`src/rtl/jtag_spi_bridge_mc.sv`:
```
// jtag_spi_bridge_mc: user-DR scan chain to multi chip-select SPI master.
// Each DR scan carries a chip-select index header (LSB first) followed by the
// SPI payload, where every payload bit occupies two TCK cycles.
`timescale 1ns/1ps
module jtag_spi_bridge_mc #(
  parameter int   NUM_CS = 4,
  parameter logic CPOL   = 1'b1,
  parameter logic CPHA   = 1'b1,
  parameter int   CNT_W  = 16
) (
  input  logic              jtag_tck,
  input  logic              jtag_reset,
  input  logic              jtag_sel,
  input  logic              jtag_capture,
  input  logic              jtag_shift,
  input  logic              jtag_update,
  input  logic              jtag_tdi,
  output logic              jtag_tdo,
  output logic              spi_clk,
  output logic [NUM_CS-1:0] spi_cs_n,
  output logic              spi_mosi,
  input  logic              spi_miso,
  output logic [CNT_W-1:0]  bit_count,
  output logic              busy
);
  localparam int SEL_BITS = $clog2(NUM_CS);
  localparam int HDR_W    = $clog2(SEL_BITS + 1);

  typedef enum logic [1:0] {IDLE, HDR, XFER} state_t;

  state_t              state_reg, state_next;
  logic [NUM_CS-1:0]   cs_n_reg, cs_n_next;
  logic                clk_reg, clk_next;
  logic                mosi_reg, mosi_next;
  logic                tdo_reg, tdo_next;
  logic [CNT_W-1:0]    cnt_reg, cnt_next;
  logic                phase_reg, phase_next;
  logic [HDR_W-1:0]    hdr_cnt_reg, hdr_cnt_next;
  logic [SEL_BITS-1:0] cs_idx_reg, cs_idx_next;
  logic [SEL_BITS-1:0] idx_shifted;
  logic [NUM_CS-1:0]   cs_hit;
  logic                xfer_active;

  // Index value after shifting the current TDI bit in at the MSB end.
  always_comb begin
    idx_shifted = (cs_idx_reg >> 1) | (SEL_BITS'(jtag_tdi) << (SEL_BITS - 1));
  end

  // One-hot decode; an index >= NUM_CS matches nothing, giving a null transfer.
  for (genvar gi = 0; gi < NUM_CS; gi++) begin : g_cs_dec
    assign cs_hit[gi] = (idx_shifted == SEL_BITS'(gi));
  end

  // A transfer drives SCLK/MOSI only when some chip-select is asserted.
  assign xfer_active = ~&cs_n_reg;

  // Next-state and datapath decode: update beats capture beats shift.
  always_comb begin
    state_next   = state_reg;
    cs_n_next    = cs_n_reg;
    clk_next     = clk_reg;
    mosi_next    = mosi_reg;
    tdo_next     = tdo_reg;
    cnt_next     = cnt_reg;
    phase_next   = phase_reg;
    hdr_cnt_next = hdr_cnt_reg;
    cs_idx_next  = cs_idx_reg;
    if (jtag_sel) begin
      if (jtag_update) begin
        cs_n_next  = '1;
        clk_next   = CPOL;
        phase_next = 1'b0;
        state_next = IDLE;
      end else if (jtag_capture) begin
        cs_n_next    = '1;
        clk_next     = CPOL;
        cnt_next     = '0;
        hdr_cnt_next = '0;
        cs_idx_next  = '0;
        state_next   = HDR;
      end else begin
        case (state_reg)
          HDR: begin
            if (jtag_shift) begin
              cs_idx_next  = idx_shifted;
              hdr_cnt_next = hdr_cnt_reg + 1'b1;
              if (hdr_cnt_reg == HDR_W'(SEL_BITS - 1)) begin
                state_next = XFER;
                phase_next = 1'b0;
                cs_n_next  = ~cs_hit;
              end
            end
          end
          XFER: begin
            if (jtag_shift) begin
              phase_next = ~phase_reg;
              if (!phase_reg) begin
                if (xfer_active) begin
                  mosi_next = jtag_tdi;
                  clk_next  = CPHA ? ~CPOL : CPOL;
                end
              end else begin
                if (xfer_active) begin
                  clk_next = CPHA ? CPOL : ~CPOL;
                end
                tdo_next = spi_miso;
                cnt_next = (&cnt_reg) ? cnt_reg : cnt_reg + 1'b1;
              end
            end else begin
              // Pause: park SCLK and restart the bit on the next shift.
              clk_next   = CPOL;
              phase_next = 1'b0;
            end
          end
          default: ;
        endcase
      end
    end
  end

  // State register with asynchronous reset from the BSCAN RESET output.
  always_ff @(posedge jtag_tck or posedge jtag_reset) begin
    if (jtag_reset) begin
      state_reg   <= IDLE;
      cs_n_reg    <= '1;
      clk_reg     <= CPOL;
      mosi_reg    <= 1'b0;
      tdo_reg     <= 1'b0;
      cnt_reg     <= '0;
      phase_reg   <= 1'b0;
      hdr_cnt_reg <= '0;
      cs_idx_reg  <= '0;
    end else begin
      state_reg   <= state_next;
      cs_n_reg    <= cs_n_next;
      clk_reg     <= clk_next;
      mosi_reg    <= mosi_next;
      tdo_reg     <= tdo_next;
      cnt_reg     <= cnt_next;
      phase_reg   <= phase_next;
      hdr_cnt_reg <= hdr_cnt_next;
      cs_idx_reg  <= cs_idx_next;
    end
  end

  assign jtag_tdo  = tdo_reg;
  assign spi_clk   = clk_reg;
  assign spi_cs_n  = cs_n_reg;
  assign spi_mosi  = mosi_reg;
  assign bit_count = cnt_reg;
  assign busy      = (state_reg != IDLE);

endmodule

```
`config.mk`:
```
export PLATFORM = sky130hd
export DESIGN_NAME = jtag_spi_bridge_mc
export DESIGN_NICKNAME = d
export VERILOG_FILES = /design/src/rtl/jtag_spi_bridge_mc.sv
export SDC_FILE = /design/constraint.sdc
export NUM_CORES = 1
export LEC_CHECK = 0
export CAP_MARGIN = 20
export CORE_UTILIZATION = 50
export CTS_CLUSTER_SIZE = 40
export DETAILED_ROUTE_END_ITERATION = 10
export PLACE_DENSITY = 0.75
export SYNTH_ARGS = -nofsm -noshare
export SYNTH_HDL_FRONTEND = slang
export SYNTH_SLANG_ARGS = --single-unit
```
`constraint.sdc`:
```
create_clock -name jtag_tck -period 4.8 [get_ports jtag_tck]
set_input_delay 1.2 -clock jtag_tck [delete_from_list [all_inputs] [get_ports jtag_tck]]
set_output_delay 1.2 -clock jtag_tck [all_outputs]
set_load 0.05 [all_outputs]
```
==> results of run 1 <==
==> worst register-to-register path, delay by kind of cell, from the launching register on <==
| family | cells | cell delay (ns) |
|---|---|---|
| and+or+nand+nor | 2 | 0.75 |
| DFF | 1 | 0.45 |
| AOI/OAI and AO/OA | 1 | 0.35 |
| muxes | 1 | 0.33 |
==> cell type report <==
cell class	instances	area, um^2
clock buffers	7	65.1
fillers	286	1030
flip-flops and latches	29	732
well taps	44	55.1
repair buffers	33	345
inverters	11	41.3
clock inverters	1	5.00
multi-input cells	126	833
==> through the flow <==
step,worst slack (ns),cells
after floorplan,2.21,172
after global placement,1.45,242
after detailed placement,1.35,242
after CTS,1.71,250
after global routing,1.62,251
final,1.68,251
==> cells in the mapped netlist (all sizes together), types with 2 or more instances <==
library cell	number	share of area
a21oi	9	0.027
nand4	7	0.034
nand2b	2	0.0076
nand3	5	0.015
ha	2	0.015
inv	11	0.025
and3	3	0.011
a41oi	3	0.016
nor4	4	0.028
nand3b	3	0.014
nor2b	3	0.011
a21o	3	0.014
o21ai	6	0.025
o31ai	3	0.014
nand2	12	0.027
dfrtp	24	0.36
a311o	2	0.012
a31oi	15	0.057
clkbuf	2	0.0045
nor2	12	0.027
dfstp	5	0.079
or2	2	0.0076
nor3	7	0.021
mux2	3	0.023
or4	2	0.011
buf	4	0.023
o21a	5	0.023
==> per-layer routing <==
layer | routed length [um] | part of all wire
met1 | 1690 | 0.43
met5 | 0 | 0
met3 | 227 | 0.058
met4 | 51 | 0.013
met2 | 1980 | 0.50
==> power groups by stage <==
stage / clock [mW] / combinational (mW) / sequential [mW]
floorplan: 0 / 0.0572 / 0.287
global placement: 0 / 0.0922 / 0.280
detailed placement: 0 / 0.0960 / 0.282
CTS: 0.175 / 0.0964 / 0.277
global route: 0.185 / 0.109 / 0.280
finish: 0.171 / 0.0980 / 0.277
==> layout by cell type, fill, tap and decap left out, drive strengths merged, types with 4 or more instances in the layout <==
cell           synthesis  layout
nor3                   7       7
nor2                  12      12
nand4                  7       7
dfrtp                 24      24
clkbuf                 2       7
nor4                   4       4
a31oi                 15      15
nand2                 12      12
inv                   11      11
dfstp                  5       5
nand3                  5       5
o21a                   5       5
clkdlybuf4s50          0      31
a21oi                  9       9
o21ai                  6       6
==> worst paths after layout <==
check,from,endpoint,cells after the start
hold reg to reg,cs_idx_reg[1],spi_cs_n[3],1
setup reg to reg,state_reg[0],bit_count[1],4
setup / recovery,jtag_capture,spi_mosi,5
max in group asynchronous,jtag_reset,spi_cs_n[2],3
hold / removal,cs_idx_reg[1],spi_cs_n[3],1
min in group asynchronous,jtag_reset,bit_count[13],2
==> cells by family (layout without fill, tap and decap cells) <==
family                     count (synthesis)  after routing  share of synthesized area
AOI/OAI and AO/OA                         54             54                      0.227
adders and majority gates                  2              2                     0.0151
buffers and inverters                     17             52                     0.0530
DFF                                       29             29                      0.443
muxes                                      4              4                     0.0288
and+or+nand+nor                           66             66                      0.233
==> flow_summary.ini, run 1 <==
[hold_path]
worstHoldPathType = reg2reg

[clock_network]
cts_buffers = 5
cts_sinks = 29
post_cts_buffers = 0
clkTransAtPathRegs_ns = 0.09
clk_latency_ns = 0.33
clock_path_buffers = 2
cts_tree = yes
cts_hold_buf = 0
root_buffer = clkbuf_4
htree_levels = 2
cts_resized = 0

[global_routing]
grt_busiest_layer = met2
grt_pass1_vias = 1455
met2_usage = 0.422
grt_max_degree = 30
overflow = 0
grt_antenna_before_repair = 0
gr-usage-met1 = 0.305
track_usage = 0.250
grt_pass1_wl_um = 6540
met3_usage = 0.0568

[sta]
fin_worst_skew_ns = 0.00540
max_freq_mhz = 321
maxSlewHeadroom = 0.440
whs_ns = 0.502
tightestPinTransition_ns = 0.837
min_period_ns = 3.12
period_share = 0.649
finalHoldViolCount = 0
rsz0062_at_grt = false
setup_violations = 0
setup_tns_ns = 0
slew_viol_final = 0

[power_and_ir_drop]
switching_power_mw = 0.162
p_leak_nw = 0.883
worst_ir_drop_vdd_v = 0.000165
intPower_mw = 0.384
p_total_mw = 0.546
comb_power_share = 0.180
p_sw_frac = 0.296
powerDensity_nw_per_um2 = 263
power.share.clock = 0.313
p_seq_frac = 0.507

[placed_design]
io_buffers = 31
dp_hpwl_um = 2820
place_congestion = 0.853
placed_cell_area_um2 = 1980

[yosys]
syn_area_per_cell_um2 = 9.61
synth_area_um2 = 1650
synth_edf_count = 0
synth_ff_type = dfrtp_1
synthesis.nets = 182
syn_inst = 172
synth_seq_cells = 29
async_flop_share = 1.00
ys_types = 48
synth_warnings = 0
yosysSeqAreaShare = 0.443

[critical_path]
critPathArrivalTime_ns = 3.34
crit_family = simple AND/OR/NAND/NOR gates
cp-start-kind = input port
path_cells = clkdlybuf4s50_1, nor3b_1, nand2_1, or4_1, mux2_2
critical_path_class = in2reg
rrSetupSlack_ns = 2.81
critPathMaxFanout = 23
cp.required_ns = 5.02
worst_path_max_delay_cell = clkdlybuf4s50_1
crit_path_max_incr_delay_ns = 0.84
end_kind = flop
worstPathBufferInverterCount = 1

[drt]
routedWlPerCell_um = 15.7
avgViaCountPerCell = 6.04
drt-pass1-iter-count = 6
first_iter_violations = 92
route.detailed.drc = 0
drt-total-wl_um = 3950
final_antenna_net_count = 0
vias = 1517

[floorplanning]
coreArea_um2 = 3100
ios = 32
rows = 20
initial_core_util = 0.533
die_w_um = 59.5
die_area_um2 = 3540
die_h_um = 59.5

[final_layout]
area_growth_pct = 25.7
fin_util = 0.669
largest_register_ffs = 16
layout-drive-gt1-share = 0.126
finalInstanceArea_um2 = 2080
diodes = 0
final_nets = 216

[outcome]
status = finished clean

[run]
maxCapViolations = 0
(Power assumes the default switching activity.)
==> inputs of run 2 (changes only) <==
--- a/config.mk
+++ b/config.mk
@@ -6,10 +6,10 @@
 export NUM_CORES = 1
 export LEC_CHECK = 0
 export CAP_MARGIN = 20
-export CORE_UTILIZATION = 50
+export CORE_UTILIZATION = 46
 export CTS_CLUSTER_SIZE = 40
 export DETAILED_ROUTE_END_ITERATION = 10
-export PLACE_DENSITY = 0.75
+export PLACE_DENSITY = 0.73
 export SYNTH_ARGS = -nofsm -noshare
 export SYNTH_HDL_FRONTEND = slang
 export SYNTH_SLANG_ARGS = --single-unit
==> constraint.sdc (replaced) <==
create_clock -name jtag_tck -period 2.5 [get_ports jtag_tck]
set_input_delay 0.625 -clock jtag_tck [delete_from_list [all_inputs] [get_ports jtag_tck]]
set_output_delay 0.625 -clock jtag_tck [all_outputs]
set_load 0.05 [all_outputs]
==> run 2 against run 1 <==
Compared with the run above: critical path depth is 3 lower; worst setup slack lost 1.6 ns; combinational power grew 97%; register-to-register slack lost 2.2 ns; sequential power grew 93%; first-iteration DRC count grew 55%; power rose by 82%; flip-flop and latch count stayed put; routed wire length grew 3.9%; core utilization is 5.3 points lower; cell area up 0.66%; cell count is 3.6% higher; critical path type is now reg2out; critical endpoint is now busy; highest routed layer unchanged.
==> flow_summary.ini, run 2 (synthesis results as in run 1) <==
[final_layout]
area_growth_pct = 26.5
largest_register_ffs = 16
multi_input_area_um2 = 833
final_cell_mix = 31 x clkdlybuf4s50_1, 24 x dfrtp_1, 15 x a31oi_1
register_area_um2 = 732
mostFrequentLayoutCell = clkdlybuf4s50_1
fin_util = 0.617
final_nets = 223
diodes = 0
layout-drive-gt1-share = 0.140
fill_cells = 276

[floorplanning]
die_w_um = 61.9
ios = 32
die_h_um = 61.9
die_area_um2 = 3840
rows = 21
initial_core_util = 0.488
coreArea_um2 = 3390

[sta]
min_period_ns = 2.40
fin_worst_skew_ns = 0.00451
slew_viol_final = 0
max_freq_mhz = 417
maxSlewHeadroom = 0.658
period_share = 0.960
tightestPinTransition_ns = 0.512
fin_ws_ns = 0.100
finalHoldViolCount = 0
rsz0062_at_grt = false
setup_violations = 0
setup_tns_ns = 0

[global_routing]
grt_pass1_wl_um = 6560
track_usage = 0.240
grt_pass1_vias = 1414
grt_antenna_before_repair = 0
grt_max_degree = 30
overflow = 0

[drt]
vias = 1563
avgViaCountPerCell = 6.01
route.detailed.drc = 0
first_iter_violations = 143
wl_met2_um = 2050
routedWlPerCell_um = 15.8
wl_met1_um = 1770
drt-total-wl_um = 4100
wl_met3_um = 237
top_layer = met4
drt-pass1-iter-count = 4
final_antenna_net_count = 0

[clock_network]
clock_path_buffers = 2
cts_tree = yes
root_buffer = clkbuf_4
cts_sinks = 29
clk_latency_ns = 0.33
htree_levels = 2
cts_hold_buf = 0
post_cts_buffers = 0
cts_resized = 0
clkTransAtPathRegs_ns = 0.08
cts_buffers = 5

[critical_path]
critical_path_class = reg2out
cp.required_ns = 1.88
critPathMaxFanout = 6
cp-start-kind = flop
end_kind = output pin
critPathArrivalTime_ns = 1.77

[placed_design]
dp_slack_ns = 0.106
place_congestion = 0.838
dp_hpwl_um = 2950
io_buffers = 31

[hold_path]
worstHoldPathType = reg2reg

[power_and_ir_drop]
p_leak_nw = 0.895
powerDensity_nw_per_um2 = 474
worst_ir_drop_vdd_v = 0.000229

[outcome]
status = finished clean

[run]
maxCapViolations = 0
## run 2: worst max-delay path: stages, from the launching register on
cell	delay, ns
dfrtp_1	0.44
or2_2	0.31
clkdlybuf4s50_1	0.70
## run 2: path summary, 6_finish.rpt
| kind | start | to | slack [ns] | depth (start not counted) |
|---|---|---|---|---|
| max in group asynchronous | jtag_reset | spi_cs_n[2] | 1.52 | 3 |
| setup reg to reg | bit_count[0] | bit_count[8] | 0.58 | 5 |
| setup / recovery | state_reg[1] | busy | 0.10 | 2 |
| hold / removal | cs_idx_reg[1] | spi_cs_n[1] | 0.51 | 1 |
| hold reg to reg | cs_idx_reg[1] | spi_cs_n[1] | 0.51 | 1 |
| min in group asynchronous | jtag_reset | bit_count[1] | 0.66 | 3 |
## run 2: final cells by class
cell class | count | area share
Multi-Input combinational cell | 126 | 0.399
Sequential cell | 29 | 0.350
Timing Repair Buffer | 40 | 0.181
Tap cell | 46 | 0.0275
Clock buffer | 8 | 0.0233
Inverter | 11 | 0.0197
## run 2: power breakdown
part | internal [mW] | switching, mW
logic | 0.0772 | 0.115
registers | 0.499 | 0.0348
clock network | 0.112 | 0.154
total | 0.688 | 0.304
## run 2: per-layer routing
layer | up-vias | track usage
li1 | 741 | -
met1 | 756 | 0.299
met2 | 62 | 0.392
met3 | 4 | 0.0580
met4 | 0 | 0.114
met5 | - | 0
## run 2: through the flow
stage | instances | hold WS [ns] | total power, mW | instance area (um^2)
4_1_cts | 260 | 0.508 | 1.01 | 2090
3_3_place_gp | 252 | 0.474 | 0.721 | 2040
2_1_floorplan | 172 | 0.439 | 0.661 | 1650
6_report | 260 | 0.512 | 0.992 | 2090
3_5_place_dp | 252 | 0.491 | 0.735 | 2040
5_1_grt | 260 | 0.534 | 1.05 | 2090
